==> config.mk <==
export PLATFORM = sky130hd
export DESIGN_NAME = dmem_bus_if
export DESIGN_NICKNAME = d
export VERILOG_FILES = /design/src/rtl/dmem_bus_if.sv
export SDC_FILE = /design/constraint.sdc
export NUM_CORES = 1
export LEC_CHECK = 0
export CORE_MARGIN = 5
export CORE_UTILIZATION = 43
export CTS_BUF_LIST = sky130_fd_sc_hd__clkbuf_8
export DETAILED_ROUTE_END_ITERATION = 6
export DONT_BUFFER_PORTS = 1
export GPL_TIMING_DRIVEN = 0
export PLACE_DENSITY = 0.69
export SKIP_LAST_GASP = 1
export SLEW_MARGIN = 20
export SYNTH_ARGS = -nofsm -noshare
export SYNTH_HDL_FRONTEND = slang
export SYNTH_SLANG_ARGS = --single-unit
==> constraint.sdc <==
create_clock -name clk -period 2.2 [get_ports clk]
set_input_delay 0.44 -clock clk [delete_from_list [all_inputs] [get_ports clk]]
set_output_delay 0.44 -clock clk [all_outputs]
set_load 0.05 [all_outputs]
==> src/rtl/dmem_bus_if.sv <==
// dmem_bus_if
//    Data-memory bus interface sitting directly after the MEM stage. A
//    combinational MEM-stage request is latched and run as a multi-cycle
//    req/ack transaction on the external data bus; the pipeline is stalled
//    until the access completes, errors or times out. The read word is
//    returned to the MEM stage for lane extraction.
//
//    state | meaning
//    IDLE  | waiting for mem_ce_i; latches the request when it arrives
//    BUSY  | bus_req_o asserted, waiting for ack / err / timeout
//    DONE  | one non-stalled cycle; result and err_o presented
//
// Ports
//    clk, rst                 clock, synchronous active-high reset
//    mem_ce_i/we_i/sel_i      MEM-stage access enable, write, byte lanes
//    mem_addr_i, mem_data_i   MEM-stage byte address and write data
//    mem_data_o               read word back to the MEM stage
//    stallreq_o               stall request to the pipeline controller
//    err_o                    one-cycle pulse on bus error or timeout
//    bus_req_o/we_o/addr_o/sel_o/wdata_o   external bus request
//    bus_ack_i, bus_err_i, bus_rdata_i      external bus response

module dmem_bus_if #(
   parameter int unsigned TIMEOUT_CYCLES = 255
) (
   input  logic        clk,
   input  logic        rst,
   input  logic        mem_ce_i,
   input  logic        mem_we_i,
   input  logic [3:0]  mem_sel_i,
   input  logic [31:0] mem_addr_i,
   input  logic [31:0] mem_data_i,
   output logic [31:0] mem_data_o,
   output logic        stallreq_o,
   output logic        err_o,
   output logic        bus_req_o,
   output logic        bus_we_o,
   output logic [31:0] bus_addr_o,
   output logic [3:0]  bus_sel_o,
   output logic [31:0] bus_wdata_o,
   input  logic        bus_ack_i,
   input  logic        bus_err_i,
   input  logic [31:0] bus_rdata_i
);

   typedef enum logic [1:0] {
      S_IDLE = 2'd0,
      S_BUSY = 2'd1,
      S_DONE = 2'd2
   } state_t;

   // Last counter value before the forced completion fires.
   localparam logic [7:0] CNT_LAST = 8'(TIMEOUT_CYCLES - 1);

   state_t      state, state_nxt;
   logic        we_q, we_nxt;
   logic [3:0]  sel_q, sel_nxt;
   logic [31:0] addr_q, addr_nxt;
   logic [31:0] wdata_q, wdata_nxt;
   logic [31:0] rdata_q, rdata_nxt;
   logic        err_q, err_nxt;
   logic [7:0]  cnt_q, cnt_nxt;

   always_ff @(posedge clk) begin
      if (rst) begin
         state   <= S_IDLE;
         we_q    <= 1'b0;
         sel_q   <= 4'd0;
         addr_q  <= 32'd0;
         wdata_q <= 32'd0;
         rdata_q <= 32'd0;
         err_q   <= 1'b0;
         cnt_q   <= 8'd0;
      end else begin
         state   <= state_nxt;
         we_q    <= we_nxt;
         sel_q   <= sel_nxt;
         addr_q  <= addr_nxt;
         wdata_q <= wdata_nxt;
         rdata_q <= rdata_nxt;
         err_q   <= err_nxt;
         cnt_q   <= cnt_nxt;
      end
   end

   always_comb begin
      state_nxt = state;
      we_nxt    = we_q;
      sel_nxt   = sel_q;
      addr_nxt  = addr_q;
      wdata_nxt = wdata_q;
      rdata_nxt = rdata_q;
      err_nxt   = err_q;
      cnt_nxt   = cnt_q;
      case (state)
         S_IDLE: begin
            if (mem_ce_i) begin
               we_nxt    = mem_we_i;
               sel_nxt   = mem_sel_i;
               // Masking keeps the bus address word aligned.
               addr_nxt  = mem_addr_i & ~32'h3;
               wdata_nxt = mem_data_i;
               cnt_nxt   = 8'd0;
               err_nxt   = 1'b0;
               state_nxt = S_BUSY;
            end
         end
         S_BUSY: begin
            if (bus_err_i) begin
               rdata_nxt = 32'd0;
               err_nxt   = 1'b1;
               state_nxt = S_DONE;
            end else if (bus_ack_i) begin
               if (!we_q) begin
                  rdata_nxt = bus_rdata_i;
               end
               state_nxt = S_DONE;
            end else if (cnt_q == CNT_LAST) begin
               rdata_nxt = 32'd0;
               err_nxt   = 1'b1;
               state_nxt = S_DONE;
            end else begin
               cnt_nxt = cnt_q + 8'd1;
            end
         end
         S_DONE: begin
            err_nxt   = 1'b0;
            state_nxt = S_IDLE;
         end
         default: begin
            state_nxt = S_IDLE;
         end
      endcase
   end

   // bus_req_o decodes the state register so a reset in BUSY drops it at that edge.
   assign bus_req_o   = (state == S_BUSY);
   assign bus_we_o    = we_q;
   assign bus_addr_o  = addr_q;
   assign bus_sel_o   = sel_q;
   assign bus_wdata_o = wdata_q;
   assign mem_data_o  = rdata_q;
   assign err_o       = (state == S_DONE) && err_q;
   // Stall is raised in the very cycle the request appears, before it is latched.
   assign stallreq_o  = !rst && ((state == S_BUSY) || ((state == S_IDLE) && mem_ce_i));

endmodule
### Yosys cells after proc, flatten, opt, wreduce, memory -nomap -nowiden

Index checks and enable logic that the tools add are counted.

| word-level totals | value |
|---|---|
| bits in registers | 110 |
| input bits | 106 |
| output and inout bits | 104 |
| logic and storage cells | 53 |

| cells by class | value |
|---|---|
| add/subtract/negate cells | 1 |
| equality and inequality tests | 11 |
| muxes and demuxes | 19 |
| reduce and logical (&&, ||, !) cells | 14 |

Operators with widths:

| cell | count |
|---|---|
| $mux 32 | 4 |
| $mux 8 | 4 |
| $pmux 8 s2 | 1 |
| $add 8x1->8 const B | 1 |
| $eq 8x8->1 const B | 1 |
| $mux 2 | 4 |
| $ne 2x2->1 const B | 4 |
| $reduce_bool 3->1 | 2 |
| $reduce_and 5->1 | 1 |
| $mux 1 | 4 |
| $ne 4x1->1 const B | 1 |
| $pmux 2 s2 | 1 |
| $reduce_and 2->1 | 2 |
| $reduce_and 4->1 | 1 |
| $logic_and 1x1->1 | 3 |
| $ne 3x1->1 const B | 1 |
| $ne 3x2->1 const B | 1 |
| $ne 3x3->1 const B | 1 |
| $pmux 1 s3 | 1 |
| $reduce_and 3->1 | 1 |
| $eq 2x1->1 const B | 1 |
| $eq 2x2->1 const B | 1 |
| $logic_not 2->1 | 1 |
| $reduce_bool 2->1 | 1 |
| other kinds (2) | 2 |

### Logic depth before layout (Yosys ltp)

| depth | value |
|---|---|
| depth after elaboration | 5 |
| depth in mapped cells | 7 |

### Least setup slack after synthesis

OpenSTA, ideal clock, no wires.

| path | value |
|---|---|
| path kind | reg2out |
| start | reg state[1] |
| end | out stallreq_o |
| arrival time | 1.409 ns |
| data required time | 1.760 ns |
| slack | 0.351 ns |
| stages on the path, launching flop included | 4 |
| buffers on the path | 1 |
| path through | dfxtp_1 nand2b_1 buf_6 a21oi_1 |

| on the way | value |
|---|---|
| cells in the longest elaborated chain, start to end | 4 |

Ends and longest elaborated chain:

| element | RTL line | RTL |
|---|---|---|
| start: declaration | 55 | `state_t state, state_nxt;` |
| start signal: assignment | 75 | `state <= state_nxt;` |
| $logic_not 2->1 | 145 | `assign stallreq_o = !rst && ((state == S_BUSY) \|\| ((state == S_IDLE) && mem_ce_i));` |
| $logic_and 1x1->1 | 145 |  |
| $logic_or 1x1->1 * | 145 |  |
| $logic_and 1x1->1 * | 145 |  |
| end: declaration | 34 | `output logic stallreq_o,` |

Mark *: on every way between the ends. The rest lies on a longest branch, timed or not.

### Worst setup path after layout

| path | value |
|---|---|
| start | reg state[1] |
| end | out err_o |

| on the way | value |
|---|---|
| cells in the longest elaborated chain, start to end | 2 |

Ends and longest elaborated chain:

| element | RTL line | RTL |
|---|---|---|
| $eq 2x2->1 | 143 | `assign err_o = (state == S_DONE) && err_q;` |
| $logic_and 1x1->1 | 143 |  |
| end: declaration | 35 | `output logic err_o,` |

No other way between the ends.

==> metrics.md <==
| Metric | Value |
|---|---|
| Post-CTS Hold Buffers | 0 |
| Initial Util | 43.97% |
| M1 wire length | 4159 um |
| DR top layer | met4 |
| DP Wirelength | 8251 um |
| Wire per inst | 16.69 um |
| Fraction of registers with async set/reset | 0% |
| Metal2 WL | 5270 um |
| I/O pin count | 210 |
| Multiplexer area fraction after synthesis | 0% |
| Startpoint Class | flop |
| Setup bufs post-CTS | 0 |
| All-Layer GR Usage | 18.52% |
| Post-place setup slack | 0.1461 ns |
| Netlist Area Pre-Place | 4063 um^2 |
| Clock Latency Late Sink | 0.36 ns |
| MaxCap Viol Count | 0 |
| Number of flops mapped to enable cells by yosys | 0 |
| Die area | 11490 um^2 |
| Pwr/cell area | 905.7 nW/um^2 |
| H-tree depth | 3 |
| Syn_area_per_cell | 7.997 um^2 |
| Maximum vdd drop | 0.4160 mV |
| Post-route minimum period | 2.047 ns |
| XOR/XNOR Fraction of Synth Area | 0% |
| Via count | 3461 |
| Post-Route WL | 10900 um |
| Vias per cell | 5.300 |
| Yosys cell types | 39 |
| Placed insts | 638 |
| Leak | 1.556 nW |
| RSZ-0062 raised after global routing | false |
| DIE HEIGHT | 107.2 um |
| Clock root cell | clkbuf_8 |
| Fmax | 0.4885 GHz |
| GR Overflow Total | 0 |
| Worst-path clk slew | 0.11 ns |
| Final Max Tran Viols | 0 |
| GP Congestion | 0.8264 |
| Power, Total | 4.017 mW |
| Die X | 107.2 um |
| Deepest clock path buffer count | 2 |
| Synth-to-layout area growth | 9.178% |
| Initial antenna violation count | 0 |
| Max_slew headroom | 36.08% |
| Least-Margin Pin Slew | 0.9553 ns |
| Initial DRC Count | 231 |
| TritonCTS Sinks | 110 |
| CTS Buf Count | 9 |
| Final hold viol count | 0 |
| CP endpoint kind | primary output |
| HP Class | primary input to flop |
| Main flop type after synthesis | dfxtp_1 |
| WS Path Type | flop to primary output |
| Flops & latches, synth | 110 |
| First-pass GRT wire length | 17030 um |
| Area of the core | 9240 um^2 |
| First-pass DRT Iterations | 4 |
| Peak fanout along the critical path | 6 |
| IO Port Bufs | 0 |
| N_diodes | 0 |
| Vias in the first global route | 3477 |
| CP required | 1.76 ns |
| Outcome | completed |
| Synthesized instance count | 508 |
| Nets | 628 |
| Wire length on met3 | 1363 um |
| YS warnings | 0 |
| Fill cell total of the finished layout | 910 |
| Compound-gate portion of the synthesized area | 20.33% |
| Setup TNS | 0 ns |
| Layout cells sized above 1 | 6.870% |
| Final setup viols | 0 |
| Post-synthesis sequential area ratio | 54.20% |
| Setup ws final | 0.1530 ns |
| Post-Synth Simple-Gate Area | 20.08% |
| # DRC | 0 |
| Largest net degree at the start of global routing | 19 |
| Post-synthesis adder-cell area fraction | 0.6160% |
| Rows | 35 |
| Clock Skew | 0.01717 ns |
| Layout Cells excl Fill | 653 |
| Worst EP arrival | 1.61 ns |
| Tcrit/Tclk final | 93.05% |
| Main combinational cell family by area after synthesis | compound AO/OA/AOI/OAI gates |
| Antenna-violating nets left | 0 |
| CTS tree | done |
-- kinds of logic after synthesis --
logic type / Yosys count
simple gates: 199
buf+inv: 43
fa+ha+maj: 2
other cells: 1
flops: 110
compound gates: 153
-- area by class of cell --
type	instances	area [um^2]	area share (%)
Tap cell	129	161.4	3.639
Sequential cell	110	2202	49.65
Inverter	4	16.27	0.3667
Multi-Input combinational cell	356	1688	38.05
Clock inverter	6	70.07	1.580
Clock buffer	9	123.9	2.793
Buffer	39	173.9	3.921
-- metrics by stage --
step | utilization (%) | hold WS [ns] | area (um^2)
6_report | 48.00 | 0.1983 | 4436
5_1_grt | 48.00 | 0.1635 | 4436
4_1_cts | 47.98 | 0.1774 | 4433
3_5_place_dp | 45.80 | 0.4753 | 4232
3_3_place_gp | 45.75 | 0.4579 | 4228
2_1_floorplan | - | 0.4508 | 4066
-- synth_stat cells (all sizes together) (2+ instances only) --
master / n / share of area, %
nand2: 171 / 16
dfxtp: 110 / 54
a21oi: 103 / 13
o21ai: 36 / 4.4
clkbuf: 28 / 2.6
buf: 11 / 1.6
nand3: 7 / 0.99
nor2: 5 / 0.46
inv: 3 / 0.28
nand2b: 3 / 0.46
o211ai: 3 / 0.89
o41ai: 3 / 0.65
or3: 3 / 0.46
a21boi: 2 / 0.37
ha: 2 / 0.62
nor3: 2 / 0.37
nor3b: 2 / 0.49
o31ai: 2 / 0.37
-- repair_timing --
item                                    in CTS  in global routing
endpoints found under the setup margin       1                  1
resized for setup                            1                  1
pin swaps                                    0                  1
-- critical path, stage by stage (launching register included) --
cell	delay [ns]
dfxtp_1	0.44
nand2_1	0.08
nor2_1	0.72
-- power by group --
group / internal (mW) / leakage, nW / switching (mW)
clock: 0.532 / 0.100 / 0.687
sequential: 2.08 / 0.898 / 0.386
combinational: 0.0975 / 0.558 / 0.231
-- routing by layer --
metal	vias up	track usage [%]
met2	164	30.97
li1	1710	-
met4	0	4.749
met3	7	9.151
met1	1580	21.02
met5	-	0
-- registers in the layout, summed over array words and instances, names as in the netlist --
register     flops
mem_data_o      32
bus_we_o         1
bus_wdata_o     32
bus_addr_o      30
bus_sel_o        4
cnt_q            8
err_q            1
state            2
-- worst paths after layout --
kind,startpoint,slack (ns),depth (start not counted),to
hold / removal,bus_rdata_i[18],0.20,2,mem_data_o[18]
setup reg to reg,bus_we_o,0.31,5,mem_data_o[25]
hold reg to reg,cnt_q[7],0.49,2,cnt_q[7]
setup / recovery,state[1],0.15,2,err_o
-- cells in the final DEF (no fill, tap or decap), drive strengths merged --
cell type / n
o31ai: 2
nand2: 171
nand4b: 1
nor3b: 2
a32o: 1
o311a: 1
a31o: 1
or4: 1
nor2: 5
ha: 2
and2: 1
o211ai: 3
inv: 5
nand4: 1
nor3: 2
nand3: 7
nand2b: 3
a21boi: 2
dfxtp: 110
nand3b: 1
or3: 3
a21oi: 103
conb: 2
clkbuf: 37
o311ai: 1
buf: 11
clkinv: 4
and3: 1
bufinv: 1
o21ai: 36
o41ai: 3
Power figures use the tool's default switching activity.
